## src/rtl/ddr_pkg.sv

```systemverilog
// Shared constants for the arrow-lane hit judge: grade encoding, score
// increments, combo multiplier threshold and the lane state type.
package ddr_pkg;

  localparam logic [1:0] GRADE_NONE    = 2'b00;
  localparam logic [1:0] GRADE_GOOD    = 2'b01;
  localparam logic [1:0] GRADE_PERFECT = 2'b10;
  localparam logic [1:0] GRADE_MISS    = 2'b11;

  localparam int unsigned SCORE_PERFECT = 2;
  localparam int unsigned SCORE_GOOD    = 1;
  localparam int unsigned MULT_THRESH   = 10;

  typedef enum logic {
    LANE_IDLE  = 1'b0,
    LANE_ARMED = 1'b1
  } lane_state_e;

endpackage

```

## src/rtl/lane_judge.sv

```systemverilog
// Per-lane note window: IDLE/ARMED FSM plus tick counter.
// grade_c is combinational and is registered by the parent.
module lane_judge
  import ddr_pkg::*;
#(
  parameter int unsigned WIN_W       = 8,
  parameter int unsigned PERFECT_WIN = 4,
  parameter int unsigned GOOD_WIN    = 12
) (
  input  logic       clk,
  input  logic       rst_n,
  input  logic       tick,
  input  logic       press,
  input  logic       next,
  output logic [1:0] grade_c
);

  lane_state_e      state_q, state_d;
  logic [WIN_W-1:0] cnt_q, cnt_d;

  // State and window counter registers
  always_ff @(posedge clk or negedge rst_n) begin
    if (!rst_n) begin
      state_q <= LANE_IDLE;
      cnt_q   <= '0;
    end else begin
      state_q <= state_d;
      cnt_q   <= cnt_d;
    end
  end

  // Next state and grade; press beats next beats tick
  always_comb begin
    state_d = state_q;
    cnt_d   = cnt_q;
    grade_c = GRADE_NONE;
    case (state_q)
      LANE_IDLE: begin
        if (press) begin
          grade_c = next ? GRADE_PERFECT : GRADE_MISS;
        end else if (next) begin
          state_d = LANE_ARMED;
          cnt_d   = '0;
        end
      end
      LANE_ARMED: begin
        if (press) begin
          grade_c = (cnt_q <= WIN_W'(PERFECT_WIN)) ? GRADE_PERFECT : GRADE_GOOD;
          cnt_d   = '0;
          // A coincident next leaves the new note armed
          if (!next) state_d = LANE_IDLE;
        end else if (next) begin
          grade_c = GRADE_MISS;
          cnt_d   = '0;
        end else if (tick) begin
          if (cnt_q == WIN_W'(GOOD_WIN - 1)) begin
            grade_c = GRADE_MISS;
            state_d = LANE_IDLE;
            cnt_d   = '0;
          end else begin
            cnt_d = cnt_q + WIN_W'(1);
          end
        end
      end
      default: begin
        state_d = LANE_IDLE;
        cnt_d   = '0;
      end
    endcase
  end

endmodule

```

## src/rtl/collision_judge.sv

```systemverilog
// Multi-lane hit judge: press edge detection, per-lane windows, summed
// score and combo with saturation. Optional combo multiplier enabled by
// defining COLLISION_JUDGE_MULT_EN.
module collision_judge
  import ddr_pkg::*;
#(
  parameter int unsigned LANES       = 4,
  parameter int unsigned WIN_W       = 8,
  parameter int unsigned PERFECT_WIN = 4,
  parameter int unsigned GOOD_WIN    = 12,
  parameter int unsigned SCORE_W     = 16,
  parameter int unsigned COMBO_W     = 8
) (
  input  logic                 clk,
  input  logic                 rst_n,
  input  logic                 tick,
  input  logic [LANES-1:0]     btns,
  input  logic [LANES-1:0]     next,
  output logic [LANES-1:0]     correct_input,
  output logic [LANES-1:0]     miss,
  output logic [2*LANES-1:0]   grade,
  output logic [SCORE_W-1:0]   score,
  output logic [COMBO_W-1:0]   combo
);

  localparam int unsigned PTS_W = 8;
  localparam int unsigned HIT_W = 4;

  logic [LANES-1:0]   btns_q;
  logic [LANES-1:0]   press_c;
  logic [1:0]         lane_grade [LANES];

  logic [PTS_W-1:0]   pts_c;
  logic [PTS_W-1:0]   pts_scaled_c;
  logic [HIT_W-1:0]   hits_c;
  logic               any_miss_c;
  logic [LANES-1:0]   correct_c;
  logic [LANES-1:0]   miss_c;
  logic [2*LANES-1:0] grade_c;
  logic [SCORE_W:0]   score_sum_c;
  logic [COMBO_W:0]   combo_sum_c;
  logic [SCORE_W-1:0] score_d;
  logic [COMBO_W-1:0] combo_d;

  assign press_c = btns & ~btns_q;

  for (genvar g = 0; g < LANES; g++) begin : g_lane
    lane_judge #(
      .WIN_W      (WIN_W),
      .PERFECT_WIN(PERFECT_WIN),
      .GOOD_WIN   (GOOD_WIN)
    ) u_lane (
      .clk    (clk),
      .rst_n  (rst_n),
      .tick   (tick),
      .press  (press_c[g]),
      .next   (next[g]),
      .grade_c(lane_grade[g])
    );
  end

  // Gather lane grades into pulses, points and hit/miss totals
  always_comb begin
    pts_c      = '0;
    hits_c     = '0;
    any_miss_c = 1'b0;
    correct_c  = '0;
    miss_c     = '0;
    grade_c    = '0;
    for (int i = 0; i < LANES; i++) begin
      grade_c[2*i +: 2] = lane_grade[i];
      case (lane_grade[i])
        GRADE_PERFECT: begin
          correct_c[i] = 1'b1;
          hits_c       = hits_c + HIT_W'(1);
          pts_c        = pts_c + PTS_W'(SCORE_PERFECT);
        end
        GRADE_GOOD: begin
          correct_c[i] = 1'b1;
          hits_c       = hits_c + HIT_W'(1);
          pts_c        = pts_c + PTS_W'(SCORE_GOOD);
        end
        GRADE_MISS: begin
          miss_c[i]  = 1'b1;
          any_miss_c = 1'b1;
        end
        default: ;
      endcase
    end
  end

  // Points after the optional combo multiplier
  always_comb begin
`ifdef COLLISION_JUDGE_MULT_EN
    pts_scaled_c = (combo >= COMBO_W'(MULT_THRESH)) ? (pts_c << 1) : pts_c;
`else
    pts_scaled_c = pts_c;
`endif
  end

  // Saturating score and combo updates; any miss clears the combo
  always_comb begin
    score_sum_c = {1'b0, score} + (SCORE_W+1)'(pts_scaled_c);
    combo_sum_c = {1'b0, combo} + (COMBO_W+1)'(hits_c);
    score_d     = score_sum_c[SCORE_W] ? '1 : score_sum_c[SCORE_W-1:0];
    if (any_miss_c) combo_d = '0;
    else            combo_d = combo_sum_c[COMBO_W] ? '1 : combo_sum_c[COMBO_W-1:0];
  end

  // Edge register and output registers
  always_ff @(posedge clk or negedge rst_n) begin
    if (!rst_n) begin
      btns_q        <= '0;
      correct_input <= '0;
      miss          <= '0;
      grade         <= '0;
      score         <= '0;
      combo         <= '0;
    end else begin
      btns_q        <= btns;
      correct_input <= correct_c;
      miss          <= miss_c;
      grade         <= grade_c;
      score         <= score_d;
      combo         <= combo_d;
    end
  end

endmodule

```

## config.mk

```make
export PLATFORM = sky130hd
export DESIGN_NAME = collision_judge
export DESIGN_NICKNAME = d
export VERILOG_FILES = /design/src/rtl/ddr_pkg.sv /design/src/rtl/lane_judge.sv /design/src/rtl/collision_judge.sv
export SDC_FILE = /design/constraint.sdc
export NUM_CORES = 1
export LEC_CHECK = 0
export ABC_CLOCK_PERIOD_IN_PS = 13370
export CORE_ASPECT_RATIO = 0.8
export CORE_MARGIN = 3
export CORE_UTILIZATION = 49
export CTS_CLUSTER_DIAMETER = 120
export CTS_CLUSTER_SIZE = 28
export DETAILED_ROUTE_END_ITERATION = 6
export PLACE_DENSITY = 0.77
export SLEW_MARGIN = 15
export SYNTH_ARGS = -nofsm -noshare
export SYNTH_HDL_FRONTEND = slang
export SYNTH_SLANG_ARGS = --single-unit
```

## constraint.sdc

```tcl
create_clock -name clk -period 13.37 [get_ports clk]
set_input_delay 1.337 -clock clk [delete_from_list [all_inputs] [get_ports clk]]
set_output_delay 1.337 -clock clk [all_outputs]
set_load 0.05 [all_outputs]
```

; ---- Word level (Yosys, flattened, before mapping)
; Index checks and enable logic that the tools add are counted.
[classes]
magnitude_cmp = 4
add_sub_neg = 15
eq_ne = 28
mux = 110
reduce_logical = 8
n_bitwise = 6
[ops]
columns = op, n
row1 = $mux 8, 26
row2 = $pmux 8 s2, 7
row3 = $add 8x1->8 const B, 7
row4 = $mux 2, 24
row5 = $mux 1, 40
row6 = $eq 8x4->1 const B, 4
row7 = $le 8x3->1 const B, 4
row8 = $add 8x2->8 const B, 3
row9 = $pmux 2 s2, 5
row10 = $add 16x8->17, 1
row11 = $eq 2x2->1 const B, 8
row12 = $mux 16, 1
row13 = $ne 2x2->1 const B, 8
row14 = $ne 4x4->1 const B, 4
row15 = $add 4x1->4 const B, 3
row16 = $mux 4, 3
row17 = $reduce_and 3->1, 4
row18 = $add 8x4->9, 1
row19 = $eq 2x1->1 const B, 4
row20 = $pmux 1 s2, 4
row21 = $reduce_or 2->1, 4
row22 = $and 4x4->4, 1
row23 = $not 1->1, 4
row24 = $not 4->4, 1
[totals]
word_cells = 185
out_inout_bits = 40
regBits = 80

; ---- Longest topological paths before layout
[depth]
depth_word = 18
depth_mapped = 25
depth_no_buf = 24

; ---- Hierarchy
; A second synthesis with hierarchy kept.
[unflattened]
hier_cells = 525
area_unflattened_um2 = 5054.8
[modules_own_cells]
columns = module, cells_per_inst, seq_area_each_um2, area_each_um2, n_inst
row1 = collision_judge, 253, 1101.1, 2572.5, 1
row2 = lane_judge, 68, 225.2, 620.6, 4

; ---- Least setup slack after synthesis
; OpenSTA, ideal clock, no wires.
[synth_path]
kind = in2reg
startpoint = input port tick
endpoint = register score[3]
setup_time_ns = 0.142
setup_slack_ns = 7.396
arrival_time_ns = 5.832
stages = 20
cell_sequence = buf_2 > and2_2 > nor2_2 > a221o_1 > ha_1 > clkbuf_2 > o31a_1 > ha_1 > nand2b_1 > or4b_4 > o311ai_4 > ha_1 > and3_1 > a221o_1 > ha_1 > nor2b_1 > o31a_1 > o211ai_1 > clkbuf_1 > o21ai_0
[synth_between]
elab_chain_cells = 14
word_cells_on_any_way = 36
cone_classes = add/sub (7) / eq/ne (8) / mux (21)
[synth_rtl]
columns = item, line
row1 = "start, declared", collision_judge.sv:16  ; input logic tick,
row2 = $mux 2, lane_judge.sv:55  ; end else if (tick) begin
row3 = $mux 2, lane_judge.sv:52  ; end else if (next) begin
row4 = $mux 2, lane_judge.sv:47  ; if (press) begin
row5 = $pmux 2 s2, lane_judge.sv:37  ; case (state_q)
row6 = $eq 2x1->1 or $eq 2x2->1 (tied branches), collision_judge.sv:72  ; case (lane_grade[i])
row7 = $pmux 2 s2, collision_judge.sv:72
row8 = $add 8x1->8 or $add 8x2->8 (tied branches), "collision_judge.sv:81, collision_judge.sv:76"
row9 = $pmux 8 s2, collision_judge.sv:72
row10 = $add 8x1->8 or $add 8x2->8 (tied branches), "collision_judge.sv:81, collision_judge.sv:76"
row11 = $pmux 8 s2, collision_judge.sv:72
row12 = $add 8x1->8 or $add 8x2->8 (tied branches), "collision_judge.sv:81, collision_judge.sv:76"
row13 = $pmux 8 s2 *, collision_judge.sv:72
row14 = $add 16x8->17 *, collision_judge.sv:103  ; score_sum_c = {1'b0, score} + (SCORE_W+1)'(pts_scaled_c);
row15 = $mux 16 *, collision_judge.sv:105  ; score_d = score_sum_c[SCORE_W] ? '1 : score_sum_c[SCORE_W-1:0];
row16 = net score_d[3], collision_judge.sv:42  ; logic [SCORE_W-1:0] score_d;
row17 = "end signal, assigned", collision_judge.sv:124  ; score <= score_d;
row18 = "end, declared", collision_judge.sv:22  ; output logic [SCORE_W-1:0] score,
; Mark *: on every way through the listed nets, which the timed path passes. The rest lies on a longest branch.
; A chain may end at the register's enable or synchronous reset.

; ---- Final worst setup path
[layout_path]
startpoint = input port tick
endpoint = register score[13]
; The elaborated chain is that of the path after synthesis.

==> flow_summary_export.csv <==
group,metric,value,unit
clocking,cts_tree,"done",
synthesis,synth_warnings,0,
global_route,grt_pass1_vias,3839,
sta,hold_viol,0,
clocking,cts_setup_buffers,0,
clocking,cts_root_buf,"clkbuf_16",
critical_path,cp-start-kind,"input pin",
worst_hold_path,hold_end,"g_lane[3].u_lane.cnt_q[7]",
drt,ant_nets,0,
critical_path,crit_chain,"clkdlybuf4s50_1, and2_2, nor2_2, a221o_1, ha_1, o31a_1, ha_1, nand2b_1, or4b_4, o311ai_4, ha_1, and3_1, a221o_1, ha_1, nor2b_1, o31a_1, o211ai_1, nand2_1, mux2_2",
drt,route.detailed.drc,0,
critical_path,ff2ff_setup_slack,6.92,ns
drt,num_vias,3957,
critical_path,crit_slowest_cell,"clkdlybuf4s50_1",
drt,via_per_inst,5.629,
sta,slew_viol_final,0,
final_layout,final_cell_mix,"80 x dfrtp_1, 49 x clkdlybuf4s50_1, 38 x nor2_1",
drt,drt-total-wl,10150,um
synthesis,syn_avg_cell_area,9.460,um2
final_layout,stdcell_count,703,
sta,setup_viol,0,
global_route,antenna_found_initial,0,
synthesis,async_reset_ff_share,100.0,%
synthesis,yosysSeqAreaShare,40.93,%
clocking,cts_max_path_buffers,2,
synthesis,ys_ff_latch,80,
drt,drt-initial-drc-count,188,
floorplanning,fp.dieW,117.7,um
power,ir_drop,0.0001141,V
worst_hold_path,hp-class,"flip-flop to flip-flop",
floorplanning,core-area,0.009387,mm2
synthesis,syn-num-nets,567,
global_route,grt_max_degree,81,
critical_path,cp_slowest_stage_delay,0.79,ns
critical_path,cpMostUsedCell,"ha_1",
final_layout,drive_above_1_share,6.830,%
clocking,htree_levels,3,
critical_path,r2r_cells,20,
critical_path,required,13.60,ns
synthesis,synth-main-ff-cell,"dfrtp_1",
floorplanning,floorplan.die.height,95.36,um
global_route,track_usage,18.70,%
drt,firstDrtPassIters,5,
worst_hold_path,holdPathStages,1,
global_route,grt_pass1_wl,17260,um
placement,dp_hpwl,7344,um
clocking,clkTransAtPathRegs,0.06,ns
clocking,clkSinkCount,80,
critical_path,timing.rr.end,"score[13]",
critical_path,crit_fanout,15,
sta,post-route-min-period,7.088,ns
synthesis,synth-edff-count,0,
final_layout,diodes,0,
sta,tns,0,ns
drt,routedWlPerCell,14.44,um
sta,relSlewSlack,33.65,%
placement,place.gp.congestion,0.8677,
sta,fmax,141.1,MHz
clocking,cts_hold_repair.buffers,0,
critical_path,setup.worst_path.start,"tick",
placement,portBuffers,50,
sta,rsz0062_at_grt,"no",
clocking,cts_buffers,9,
critical_path,path_class,"input pin to flip-flop",
global_route,grt_remaining_overflow,0,
worst_hold_path,min-delay-start,"g_lane[3].u_lane.cnt_q[7]",
critical_path,arrival,7.31,ns
floorplanning,io_pins,51,
sta,fin_crit_sh,53.02,%
clocking,ctsResizeCount,0,
critical_path,worstSetupEndpointType,"flip-flop",
sta,timing.clock.skew,0.005466,ns
synthesis,synth_cell_types,69,
final_layout,synthToLayoutAreaGrowth,18.21,%
final_layout,nets,616,
floorplanning,start_util,52.11,%
power,power.density,152.8,mW/mm2
outcome,status,"complete, no violations",
synthesis,netlist_instances,517,
critical_path,timing.rr.start,"g_lane[1].u_lane.cnt_q[5]",
final_layout,layout_commonest_cell,"dfrtp_1",
clocking,clk-insertion-delay-late,0.34,ns
power,p_leak,2.628,nW
synthesis,syn-cell-area,0.004891,mm2
job,cap_violations,0,
sta,tightest_slew,0.9952,ns
floorplanning,num_rows,31,
floorplanning,dieArea,0.01122,mm2
placement,placed_cells,687,
-- how the worst max path moves through the flow --
stage                     slack [ns]        end
after floorplan                 7.40   score[3]
after global routing            5.91  score[13]
final                           6.28  score[13]
after detailed placement        6.01  score[13]
after global placement          6.19  score[13]
after CTS                       6.35  score[13]
-- worst max-delay path: cells and delay by family --
kind            cells  cell delay (ns)
fa+ha+maj           4             1.24
buf+inv             1             0.79
simple gates        7             1.40
mux                 1             0.29
compound gates      6             2.25
-- logic make-up (layout without fill, tap and decap cells) --
kind of cell,after synthesis,count (layout),share of synthesized area (%)
other cells,1,1,0.07667
mux,6,6,1.330
simple gates,180,180,19.57
xor+xnor,22,22,3.940
flops,80,80,40.93
compound gates,141,141,20.08
fa+ha+maj,39,39,10.28
buf+inv,48,102,3.786
-- layout make-up --
class,instances,area [um2]
inverters,36,135.1
clock inverters,2,13.76
flip-flops and latches,80,2002
clock buffers,14,264.0
well taps,132,165.2
repair buffers,50,498.0
multi-input cells,389,2704
fillers,805,3605
-- layer usage --
metal / vias to the layer above / global-route usage, % / share of wire [%]
li1: 1961 / - / -
met3: 12 / 4.745 / 3.7
met2: 63 / 31.13 / 47
met1: 1921 / 23.86 / 47
met5: - / 0 / 0
met4: 0 / 7.024 / 1.6
-- Yosys cell counts (7+ instances only) --
library cell | count | area, um2
dfrtp_1 | 80 | 2002
nor2_1 | 38 | 142.6
ha_1 | 37 | 462.9
nand2_1 | 37 | 138.9
o21ai_0 | 37 | 185.2
inv_1 | 35 | 131.4
a21oi_1 | 23 | 115.1
nand3_1 | 21 | 105.1
nor2b_1 | 16 | 100.1
and3_1 | 13 | 81.33
nand2b_1 | 11 | 68.82
nor3_1 | 11 | 55.05
xnor2_1 | 11 | 96.34
xor2_1 | 11 | 96.34
a211oi_1 | 8 | 60.06
clkbuf_1 | 8 | 30.03
o211ai_1 | 7 | 52.55
-- registers in the layout (all words and copies together) (netlist names) --
signal / cells
btns_q: 4
combo: 8
correct_input: 4
g_lane.u_lane.cnt_q: 32
g_lane.u_lane.state_q: 4
grade: 8
miss: 4
score: 16
-- stage by stage --
stage | utilization (%) | hold slack [ns] | setup slack (ns) | power [mW] | cell area [um2]
2_1_floorplan | - | 0.4481 | 7.396 | 0.5518 | 4891
3_3_place_gp | 58.64 | 0.4786 | 6.185 | 0.6471 | 5504
3_5_place_dp | 58.64 | 0.4873 | 6.012 | 0.6557 | 5504
4_1_cts | 61.60 | 0.4971 | 6.353 | 0.8907 | 5782
5_1_grt | 61.60 | 0.5326 | 5.908 | 0.9364 | 5782
6_report | 61.60 | 0.4987 | 6.282 | 0.8832 | 5782
-- where the power goes --
part	leakage, nW	total, mW	internal (mW)	switching [mW]
sequential	1.04	0.301	0.273	0.0273
clock	0.137	0.229	0.136	0.0934
combinational	1.45	0.353	0.128	0.225
Note: power is estimated with default switching activity, not from simulation.
